===== config.mk =====
export PLATFORM = sky130hd
export DESIGN_NAME = iter_shifter
export DESIGN_NICKNAME = d
export VERILOG_FILES = /design/src/rtl/iter_shifter_pkg.sv /design/src/rtl/shift_step.sv /design/src/rtl/iter_shifter.sv
export SDC_FILE = /design/constraint.sdc
export NUM_CORES = 1
export LEC_CHECK = 0
export BUFFER_PORTS_ARGS = -buffer_cell sky130_fd_sc_hd__buf_4
export CORE_MARGIN = 2
export CORE_UTILIZATION = 40
export CTS_BUF_LIST = sky130_fd_sc_hd__clkbuf_8
export DETAILED_ROUTE_END_ITERATION = 16
export HOLD_SLACK_MARGIN = 0.1
export PLACE_DENSITY = 0.6
export SYNTH_ARGS = -nofsm -noshare
export SYNTH_HDL_FRONTEND = slang
export SYNTH_HIERARCHICAL = 1
export SYNTH_SLANG_ARGS = --single-unit
export TNS_END_PERCENT = 5

===== constraint.sdc =====
create_clock -name clk -period 5.3 [get_ports clk]
set_clock_uncertainty 0.2 [all_clocks]
set_input_delay 0.265 -clock clk [delete_from_list [all_inputs] [get_ports clk]]
set_output_delay 0.265 -clock clk [all_outputs]
set_load 0.005 [all_outputs]

===== src/rtl/iter_shifter_pkg.sv =====
// ---------------------------------------------------------------------------
// iter_shifter_pkg : shared mode and state encodings for the iterative shifter
// Revision 1.0
// ---------------------------------------------------------------------------
`default_nettype none

package iter_shifter_pkg;

  localparam logic [1:0] MODE_SLL = 2'd0;
  localparam logic [1:0] MODE_SRL = 2'd1;
  localparam logic [1:0] MODE_SRA = 2'd2;
  localparam logic [1:0] MODE_ROR = 2'd3;

  typedef enum logic [1:0] {
    ST_IDLE = 2'd0,
    ST_BUSY = 2'd1,
    ST_DONE = 2'd2
  } state_e;

endpackage

`default_nettype wire


===== src/rtl/shift_step.sv =====
// ---------------------------------------------------------------------------
// shift_step : single-cycle shift of up to STEP positions in one of four modes
// Revision 1.0
// ---------------------------------------------------------------------------
`default_nettype none

module shift_step
  import iter_shifter_pkg::*;
#(
  parameter int WIDTH = 32,
  parameter int STEP  = 8,
  localparam int AMT_W = $clog2(STEP) + 1
) (
  input  logic [WIDTH-1:0] data_i,
  input  logic [AMT_W-1:0] amount_i,
  input  logic [1:0]       mode_i,
  output logic [WIDTH-1:0] data_o
);

  localparam int RW = $clog2(WIDTH) + 1;

  logic [RW-1:0]    w_rev_amt;
  logic [WIDTH-1:0] w_ror;

  // A zero amount gives a complementary shift of WIDTH, which yields zero
  assign w_rev_amt = RW'(WIDTH) - RW'(amount_i);
  assign w_ror     = (data_i >> amount_i) | (data_i << w_rev_amt);

  always_comb begin
    data_o = w_ror;
    case (mode_i)
      MODE_SLL: data_o = data_i << amount_i;
      MODE_SRL: data_o = data_i >> amount_i;
      MODE_SRA: data_o = $signed(data_i) >>> amount_i;
      default:  data_o = w_ror;
    endcase
  end

endmodule

`default_nettype wire


===== src/rtl/iter_shifter.sv =====
// ---------------------------------------------------------------------------
// iter_shifter : multi-cycle SLL/SRL/SRA/ROR unit, at most STEP bits per cycle
// Revision 1.0
// ---------------------------------------------------------------------------
`default_nettype none

module iter_shifter
  import iter_shifter_pkg::*;
#(
  parameter int WIDTH   = 32,
  parameter int STEP    = 8,
  parameter int SHAMT_W = $clog2(WIDTH)
) (
  input  logic               clk,
  input  logic               rst,
  input  logic               flush,
  input  logic               in_valid,
  output logic               in_ready,
  input  logic [1:0]         in_mode,
  input  logic [WIDTH-1:0]   in_operand,
  input  logic [SHAMT_W-1:0] in_shamt,
  output logic               out_valid,
  input  logic               out_ready,
  output logic [WIDTH-1:0]   out_result,
  output logic               busy
);

  localparam int AMT_W = $clog2(STEP) + 1;
  localparam logic [SHAMT_W:0] STEP_EXT = (SHAMT_W + 1)'(STEP);

  state_e             state_q, state_d;
  logic [WIDTH-1:0]   work_q, work_d;
  logic [WIDTH-1:0]   result_q, result_d;
  logic [1:0]         mode_q, mode_d;
  logic [SHAMT_W-1:0] rem_q, rem_d;

  logic [SHAMT_W:0]   w_rem_ext;
  logic [SHAMT_W:0]   w_step_ext;
  logic [SHAMT_W:0]   w_rem_next;
  logic [AMT_W-1:0]   w_step;
  logic [WIDTH-1:0]   w_shifted;

  // One extra bit so STEP==WIDTH still compares correctly against remaining
  assign w_rem_ext  = {1'b0, rem_q};
  assign w_step_ext = (w_rem_ext < STEP_EXT) ? w_rem_ext : STEP_EXT;
  assign w_step     = w_step_ext[AMT_W-1:0];
  assign w_rem_next = w_rem_ext - w_step_ext;

  shift_step #(
    .WIDTH (WIDTH),
    .STEP  (STEP)
  ) u_step (
    .data_i   (work_q),
    .amount_i (w_step),
    .mode_i   (mode_q),
    .data_o   (w_shifted)
  );

  always_comb begin
    state_d  = state_q;
    work_d   = work_q;
    result_d = result_q;
    mode_d   = mode_q;
    rem_d    = rem_q;
    case (state_q)
      ST_IDLE: begin
        if (in_valid && !flush) begin
          work_d  = in_operand;
          mode_d  = in_mode;
          rem_d   = in_shamt;
          state_d = ST_BUSY;
        end
      end
      ST_BUSY: begin
        work_d = w_shifted;
        rem_d  = w_rem_next[SHAMT_W-1:0];
        if (w_rem_next == '0 && !flush) begin
          result_d = w_shifted;
          state_d  = ST_DONE;
        end
      end
      ST_DONE: begin
        if (out_ready) state_d = ST_IDLE;
      end
      default: state_d = ST_IDLE;
    endcase
    if (flush) state_d = ST_IDLE;
  end

  always_ff @(posedge clk) begin
    if (rst) begin
      state_q  <= ST_IDLE;
      work_q   <= '0;
      result_q <= '0;
      mode_q   <= MODE_SLL;
      rem_q    <= '0;
    end else begin
      state_q  <= state_d;
      work_q   <= work_d;
      result_q <= result_d;
      mode_q   <= mode_d;
      rem_q    <= rem_d;
    end
  end

  assign in_ready   = (state_q == ST_IDLE);
  assign out_valid  = (state_q == ST_DONE);
  assign busy       = (state_q == ST_BUSY) || (state_q == ST_DONE);
  assign out_result = result_q;

endmodule

`default_nettype wire


==> results of run 1 <==
## metal layers
layer	vias to the layer above	global-route usage [%]	part of all wire, %
li1	3759	-	-
met3	84	7.00	11
met2	605	40.1	44
met1	4159	38.6	41
met5	-	0	0
met4	0	8.64	3.7
## report_power, final
part,internal [mW],switching (mW)
registers,0.577,0.117
logic,0.404,0.521
clock network,0.217,0.237
total,1.20,0.875
## through the flow
step,utilization [%],setup WS [ns]
finish,44.7,0.891
global route,44.7,0.685
CTS,44.7,0.968
detailed placement,42.3,0.987
global placement,42.3,1.00
floorplan,-,1.30
## state kept, by name, summed over array words and instances (netlist names)
register and flops:
out_result 32, work_q 32, rem_q 5, mode_q 2, state_q 2
## cell type report
| class | count | area, µm² |
|---|---|---|
| Multi-Input combinational cell | 769 | 6600 |
| Clock buffer | 9 | 124 |
| Fill cell | 2158 | 12000 |
| Tap cell | 280 | 350 |
| Sequential cell | 73 | 1460 |
| Timing Repair Buffer | 132 | 1090 |
| Clock inverter | 6 | 68.8 |
| Inverter | 12 | 45.0 |
## logic make-up (layout without fill, tap and decap cells)
kind of cell	Yosys count	after routing
flip-flops	73	73
buffers and inverters	138	159
AO/OA/AOI/OAI	245	245
multiplexers	202	202
AND/OR/NAND/NOR	316	316
XOR/XNOR	2	2
adder cells (fa/ha/maj)	4	4
## final timing paths
check,slack [ns],endpoint,startpoint,cells past startpoint
worst max-delay path,0.89,work_q[31],rem_q[3],12
worst min-delay path,0.10,work_q[21],in_operand[21],3
worst max register to register,0.89,work_q[31],rem_q[3],12
worst min register to register,0.26,out_result[6],out_result[6],2
## layout by cell type, fill, tap and decap left out, drive strengths merged, types with 15 or more instances in the layout
| master | count |
|---|---|
| a211oi | 44 |
| mux4 | 103 |
| o21ai | 41 |
| nor3 | 15 |
| mux2 | 23 |
| buf | 99 |
| mux2i | 76 |
| dfxtp | 73 |
| a21oi | 66 |
| dlygate4sd3 | 33 |
| nor2 | 117 |
| nand2 | 116 |
## critical path: stages, from the launching register on
cell and delay (ns):
dfxtp_1 0.41, nor2_1 0.13, and2_4 0.18, clkinv_1 0.04
buf_4 0.18, ha_1 0.69, xor2_4 0.58, mux4_2 0.67
nor3b_1 0.17, o31ai_1 0.39, a31oi_1 0.25, mux2i_1 0.26
a211oi_2 0.09
==> flow_summary.json, run 1 <==
{
  "syn_to_final_growth_pct": 9.98,
  "p_leak_nw": 3.33,
  "dpl-instance-area_um2": 9210,
  "cts_buffer_depth": 2,
  "cts_resized": 0,
  "die_w_um": 153,
  "cp-start-kind": "register",
  "synthMuxAreaShare_pct": 38.3,
  "ys_warn_count": 6,
  "pin_count": 79,
  "postCtsSetupRepairBufs": 0,
  "h-tree-depth": 3,
  "cts-root-buf": "clkbuf_8",
  "initial_core_util_pct": 40.7,
  "wl_um": 32500,
  "antenna_found_initial": 0,
  "rsz0062_at_grt": "false",
  "via_per_inst": 6.72,
  "row_count": 54,
  "irDropWorstVdd_mv": 0.139,
  "placed_cells": 1233,
  "layout.nets": 1045,
  "powerDensity_nw_per_um2": 213,
  "tritoncts": "built",
  "min_period_ns": 4.41,
  "worstSetupPathType": "register to register",
  "grt_pass1_wl_um": 49800,
  "synth_top_family_by_area": "multiplexers",
  "cts_sinks": 73,
  "syn_nets": 1028,
  "synth_top_cell_area_share_pct": 23.2,
  "grt_start_max_net_pins": 118,
  "synth_common_cells": "117 x nor2_1, 115 x nand2_1, 91 x mux4_2",
  "total_power_mw": 2.07,
  "firstDrtPassIters": 7,
  "clk_pin_slew_ns": 0.09,
  "yosys.area_share.adder_pct": 0.566,
  "maxSlewHeadroom_pct": 39.7,
  "finalSetupTns_ns": 0,
  "dp_hpwl_um": 21700,
  "hold_path_class": "primary input to register",
  "antenna_left": 0,
  "io_buffer_count": 78,
  "synth_edf_count": 0,
  "outcome": "complete, no violations",
  "syn_inst": 980,
  "cts_buffers": 9,
  "synth-seq-cells": 73,
  "cp-end-kind": "register",
  "crit_fanout": 19,
  "finish.instance_area_um2": 9730,
  "synth.cell_area_um2": 8850,
  "crit_arrival_ns": 4.41,
  "final_cells": 1281,
  "synth-simple-area-share_pct": 15.8,
  "clk_latency_ns": 0.36,
  "worst_ep_required_time_ns": 5.30,
  "synth.distinct_cells": 78,
  "slew_violations": 0,
  "yosysTopAreaCell": "mux4_2",
  "netlist_top_cells_area": "mux4_2 23%, dfxtp_1 17%, mux2i_1 8.5%, nor2_1 5.0%, nand2_1 4.9%",
  "diodes": 0,
  "synth_compound_area_share_pct": 19.3,
  "avgSynthCellArea_um2": 9.03,
  "fin_crit_sh_pct": 83.2,
  "fmax_ghz": 0.227,
  "ys.flop_type": "dfxtp_1",
  "die_h_um": 153,
  "drc": 0,
  "worstMarginPinSlew_ns": 0.904,
  "track_usage_pct": 27.1,
  "grt_overflow": 0,
  "setup-violations-final": 0,
  "synth_seq_area_share_pct": 16.5,
  "synth.most_common_cell": "nor2_1",
  "place_congestion": 1.00,
  "dieArea_um2": 23300,
  "avgRoutedWirePerCell_um": 25.3,
  "drt_iter0_drc": 1006,
  "synth_xor_area_share_pct": 0.410,
  "timing.hold.ws_ns": 0.104,
  "ctsHoldBuffers": 33,
  "drive_gt1_share_pct": 26.7,
  "synthArstFlopShare_pct": 0,
  "via_count": 8607,
  "drv_cap": 0,
  "grt_pass1_vias": 8044,
  "hold_viol": 0,
  "coreArea_um2": 21800
}
Note: power is estimated with default switching activity, not from simulation.
==> run 2, diff against run 1 <==
PLACE_DENSITY = 0.62   (was 0.6)
clock period = 3.6 ns   (was 5.3 ns; I/O delays follow)
==> run 2 against run 1 <==
  * Register-to-register slack worse by 0.83 ns
  * Clock power up 62%
  * Sequential power up 42%
  * Die area unchanged
  * Sequential cell count unchanged
  * Routed wire length up 7.7%
  * First-iteration DRC count down 2.4%
  * Maximum frequency up 25%
  * Design area up 6.3%
==> flow_summary.json, run 2 (same netlist as run 1, synthesis figures left out) <==
{
  "wl_met2_um": 15700,
  "antenna_left": 0,
  "cp_slowest_stage_delay_ns": 0.46,
  "final_cells": 1346,
  "pin_count": 79,
  "total_power_mw": 3.25,
  "track_usage_pct": 28.6,
  "dieArea_um2": 23300,
  "tritoncts": "built",
  "cp-end-kind": "register",
  "irDropWorstVdd_mv": 0.228,
  "rsz0062_at_grt": "true",
  "grt_pass1_wl_um": 52500,
  "grt_overflow": 0,
  "layout.nets": 1110,
  "io_buffer_count": 78,
  "drc": 0,
  "syn_to_final_growth_pct": 16.9,
  "postCtsSetupRepairBufs": 0,
  "avgRoutedWirePerCell_um": 26.0,
  "via_per_inst": 6.67,
  "worstMarginPinSlew_ns": 1.11,
  "drt_iter0_drc": 982,
  "fmax_ghz": 0.282,
  "initial_core_util_pct": 40.7,
  "slew_violations": 0,
  "diodes": 0,
  "clk_pin_slew_ns": 0.08,
  "fin_crit_sh_pct": 98.3,
  "worstSetupPathType": "register to register",
  "dp_hpwl_um": 24700,
  "die_w_um": 153,
  "maxSlewHeadroom_pct": 25.6,
  "hold_viol": 0,
  "m1WireLength_um": 13900,
  "cts-root-buf": "clkbuf_8",
  "placed_cells": 1288,
  "outcome": "complete, no violations",
  "firstDrtPassIters": 5,
  "crit_top_cell": "buf_4",
  "crit_arrival_ns": 3.62,
  "cp-start-kind": "register",
  "drive_gt1_share_pct": 31.0,
  "worst_ep_required_time_ns": 3.68,
  "min_period_ns": 3.54,
  "cts_buffer_depth": 2,
  "h-tree-depth": 3,
  "top_layer": "met4",
  "via_count": 8980,
  "slowest_stage": "o22ai_1",
  "final_common_cell": "buf_4",
  "row_count": 54,
  "setup-violations-final": 0,
  "timing.hold.ws_ns": 0.150,
  "place_congestion": 1.03,
  "powerDensity_nw_per_um2": 314,
  "hold_path_class": "primary input to register",
  "grt_pass1_vias": 8367,
  "grt_start_max_net_pins": 73,
  "route.met3.wl_um": 3830,
  "die_h_um": 153,
  "critical_path.cell_chain": "nor2_2, and2_4, inv_1, ha_4, buf_4, nor3b_1, buf_4, nand4_1, o22ai_1, a211oi_1, o21ai_1, mux2i_1, a211oi_2",
  "antenna_found_initial": 0,
  "crit_fanout": 13,
  "drv_cap": 0,
  "cts_buffers": 9,
  "clk_latency_ns": 0.36,
  "final_cell_mix": "150 x buf_4, 115 x nor2_1, 115 x nand2_1, 92 x mux4_2, 75 x mux2i_1",
  "p_leak_nw": 3.70,
  "cts_sinks": 73,
  "coreArea_um2": 21800,
  "wl_um": 35000
}
==> run 2: power breakdown <==
| part | switching [mW] | leakage, nW | internal (mW) | total [mW] |
|---|---|---|---|---|
| registers | 0.135 | 0.595 | 0.849 | 0.984 |
| clock network | 0.347 | 0.106 | 0.390 | 0.737 |
| logic | 0.849 | 3.00 | 0.676 | 1.53 |
==> run 2: path summary, 6_finish.rpt <==
kind	from	endpoint	slack, ns	cells after the start
hold / removal	out_ready	state_q[1]	0.15	5
hold reg to reg	out_result[1]	out_result[1]	0.26	2
setup reg to reg	rem_q[3]	work_q[18]	0.06	13
setup / recovery	rem_q[3]	work_q[18]	0.06	13
==> run 2: worst max-delay path, delay by kind of cell (launching register included) <==
family | cells | cell delay, ns
adder cells (fa/ha/maj) | 1 | 0.23
multiplexers | 1 | 0.11
flip-flops | 1 | 0.44
AND/OR/NAND/NOR | 4 | 0.92
buffers and inverters | 3 | 0.59
AO/OA/AOI/OAI | 4 | 0.95
==> run 2: what timing repair did <==
| action | CTS | global route |
|---|---|---|
| endpoints found under the setup margin | 0 | 12 |
| gates resized for setup | 0 | 5 |
| hold buffers | 41 | 0 |
| hold endpoints to repair | 41 | 0 |
==> run 2: final cells by class <==
cell class                      instances  area, µm²
Clock buffer                            9        124
Clock inverter                          6       90.1
Fill cell                            2036      11400
Inverter                               12       45.0
Multi-Input combinational cell        770       6640
Sequential cell                        73       1460
Tap cell                              280        350
Timing Repair Buffer                  196       1640
==> run 2: metrics by stage <==
stage	TNS [ns]	area [µm²]	util [%]	setup slack, ns
floorplan	0	8890	-	0.000171
global placement	0	9670	44.4	0.101
detailed placement	0	9670	44.4	0.0532
CTS	0	10300	47.3	0.0397
global route	-0.0160	10300	47.6	-0.0149
finish	0	10300	47.6	0.0595
==> run 2: layer usage <==
metal | GRT usage (%) | vias up
met4 | 9.04 | 0
met1 | 40.5 | 4343
met2 | 44.7 | 634
met5 | 0 | -
li1 | - | 3897
met3 | 5.03 | 106
==> run 3, diff against run 2 <==
ABC_AREA = 1   (was not set)
PLACE_DENSITY = 0.63   (was 0.62)
==> run 3 against run 2 <==
  * Design area is 14% lower
  * Worst setup slack improved by 0.38 ns
  * First-iteration DRC count is 30% higher
  * Routed wire length down 4.4%
  * Non-clock buffer count decreased by 37
  * Total power shrank 5.2%
  * Synthesized cell count rose by 41%
  * Clock-buffer cell count unchanged
==> flow_summary.json, run 3 <==
{
  "synth.most_common_cell": "nand2_1",
  "synth.distinct_cells": 33,
  "via_count": 10229,
  "crit_arrival_ns": 3.19,
  "avgSynthCellArea_um2": 5.42,
  "crit_fanout": 29,
  "p_leak_nw": 4.15,
  "track_usage_pct": 32.7,
  "outcome": "complete, no violations",
  "hold_viol": 0,
  "worstMarginPinSlew_ns": 0.977,
  "netlist_top_cells_area": "nand2_1 25%, dfxtp_1 19%, nand3_1 19%, a21oi_1 5.3%, o21ai_1 3.6%",
  "wl_um": 33400,
  "fin_util_pct": 48.0,
  "clk_pin_slew_ns": 0.08,
  "ys_warn_count": 6,
  "drc": 0,
  "cp-end-kind": "register",
  "syn_nets": 1431,
  "finalSetupTns_ns": 0,
  "cts-root-buf": "clkbuf_8",
  "via_per_inst": 6.04,
  "syn_inst": 1383,
  "fmax_ghz": 0.316,
  "synth_seq_area_share_pct": 19.5,
  "hold_end": "state_q[1]",
  "firstDrtPassIters": 6,
  "avgRoutedWirePerCell_um": 19.7,
  "syn_to_final_growth_pct": 18.9,
  "cts_sinks": 73,
  "diodes": 0,
  "yosysTopAreaCell": "nand2_1",
  "cts_buffer_depth": 2,
  "drive_gt1_share_pct": 10.7,
  "drt_iter0_drc": 1272,
  "hold_path_class": "primary input to register",
  "row_count": 50,
  "synth_common_cells": "504 x nand2_1, 290 x nand3_1, 80 x a21oi_1",
  "reg2reg_from": "rem_q[4]",
  "synthArstFlopShare_pct": 0,
  "min_period_ns": 3.16,
  "ys.flop_type": "dfxtp_1",
  "initial_core_util_pct": 40.4,
  "synth_edf_count": 0,
  "h-tree-depth": 3,
  "fin_crit_sh_pct": 87.9,
  "dieArea_um2": 19900,
  "postCtsSetupRepairBufs": 0,
  "hold_path_depth": 6,
  "grt_start_max_net_pins": 75,
  "coreArea_um2": 18600,
  "die_w_um": 141,
  "irDropWorstVdd_mv": 0.322,
  "die_h_um": 141,
  "setup-violations-final": 0,
  "final_cell_mix": "504 x nand2_1, 290 x nand3_1, 108 x buf_4, 80 x a21oi_1, 73 x dfxtp_1",
  "cp-start-kind": "register",
  "cts_buffers": 9,
  "dp_hpwl_um": 24900,
  "synth_top_cell_area_share_pct": 25.2,
  "worst_ep_required_time_ns": 3.63,
  "timing.rr.end": "out_result[27]",
  "grt_pass1_vias": 9170,
  "r2r_slack_ns": 0.44,
  "clk_latency_ns": 0.36,
  "ff2ff_path_depth": 15,
  "maxSlewHeadroom_pct": 34.8,
  "layout.nets": 1502,
  "antenna_found_initial": 0,
  "powerDensity_nw_per_um2": 345,
  "synth.cell_area_um2": 7500,
  "pin_count": 79,
  "drv_cap": 0,
  "io_buffer_count": 78,
  "grt_overflow": 0,
  "final_common_cell": "nand2_1",
  "rsz0062_at_grt": "false",
  "place_congestion": 0.996,
  "grt_pass1_wl_um": 51100,
  "synth-seq-cells": 73,
  "slew_violations": 0,
  "min_from": "in_valid",
  "antenna_left": 0,
  "worstSetupPathType": "register to register",
  "tritoncts": "built"
}
-- run 3: changes by cell type in the layout (fill, tap and decap cells not counted), moves of 34 or more --
| cell | delta |
|---|---|
| a211oi_1 | -34 |
| buf_4 | -42 |
| mux2i_1 | -73 |
| mux4_2 | -92 |
| nand2_1 | +389 |
| nand3_1 | +277 |
| nand4_1 | +36 |
| nor2_1 | -67 |
| o21ai_1 | +51 |
-- run 3: repair_timing --
action / in CTS / in global routing
hold endpoints to repair: 73 / 0
hold buffers: 50 / 0
gates resized for setup: 0 / 0
-- run 3: routing by layer --
layer	global-route usage, %	share of wire (%)	up-vias
li1	-	-	4885
met1	46.5	44	4696
met2	49.8	43	576
met3	5.60	9.5	72
met4	11.3	3.1	0
met5	0	0	-
-- run 3: cell type report --
cell class                 count  area [µm²]
tap                          234         293
clock buffer                   9         124
timing repair buffer         159        1330
multi-input combinational   1164        5440
fill                        2029        9660
clock inverter                 7        93.8
sequential                    73        1460
inverter                      47         179
-- run 3: critical path, cell delays in order, from the launching register on --
cell and delay (ns):
dfxtp_1 0.34, inv_2 0.07, nand2_2 0.12, nor2_2 0.15, inv_2 0.06, ha_1 0.34, buf_4 0.34, nand3_1 0.17
nand3_1 0.14, nand2_1 0.06, nand2_1 0.05, o21ai_1 0.16, o211ai_1 0.45, nand2_1 0.17, nand4_1 0.13, a21oi_1 0.08
-- run 3: kinds of logic after synthesis --
family                     Yosys count  synth area share (%)
and+or+nand+nor                    905                  52.2
AOI/OAI and AO/OA                  253                  19.0
DFF                                 73                  19.5
buffers and inverters              146                  8.39
muxes                                2                 0.267
adders and majority gates            4                 0.667
-- run 3: worst max-delay path by stage --
stage,from,to,cells past startpoint
floorplan,rem_q[4],out_result[28],20
detailed placement,rem_q[4],out_result[27],15
finish,rem_q[4],out_result[27],15
global placement,rem_q[4],out_result[23],16
CTS,rem_q[4],out_result[27],15
global route,rem_q[4],out_result[23],16
-- run 3: through the flow --
| step | cell area [µm²] | std cells | hold slack (ns) | total power, mW | worst slack [ns] |
|---|---|---|---|---|---|
| global placement | 8200 | 1627 | 0.240 | 2.29 | 0.592 |
| finish | 8920 | 1693 | 0.178 | 3.08 | 0.437 |
| CTS | 8920 | 1693 | 0.194 | 3.03 | 0.576 |
| global route | 8920 | 1693 | 0.267 | 3.25 | 0.228 |
| floorplan | 7500 | 1383 | 0.123 | 1.84 | 0.663 |
| detailed placement | 8200 | 1627 | 0.244 | 2.28 | 0.601 |
-- run 3: where the power goes --
part,switching [mW],internal (mW)
Combinational,1.01,0.455
Sequential,0.0509,0.845
Clock,0.327,0.390
Total,1.39,1.69
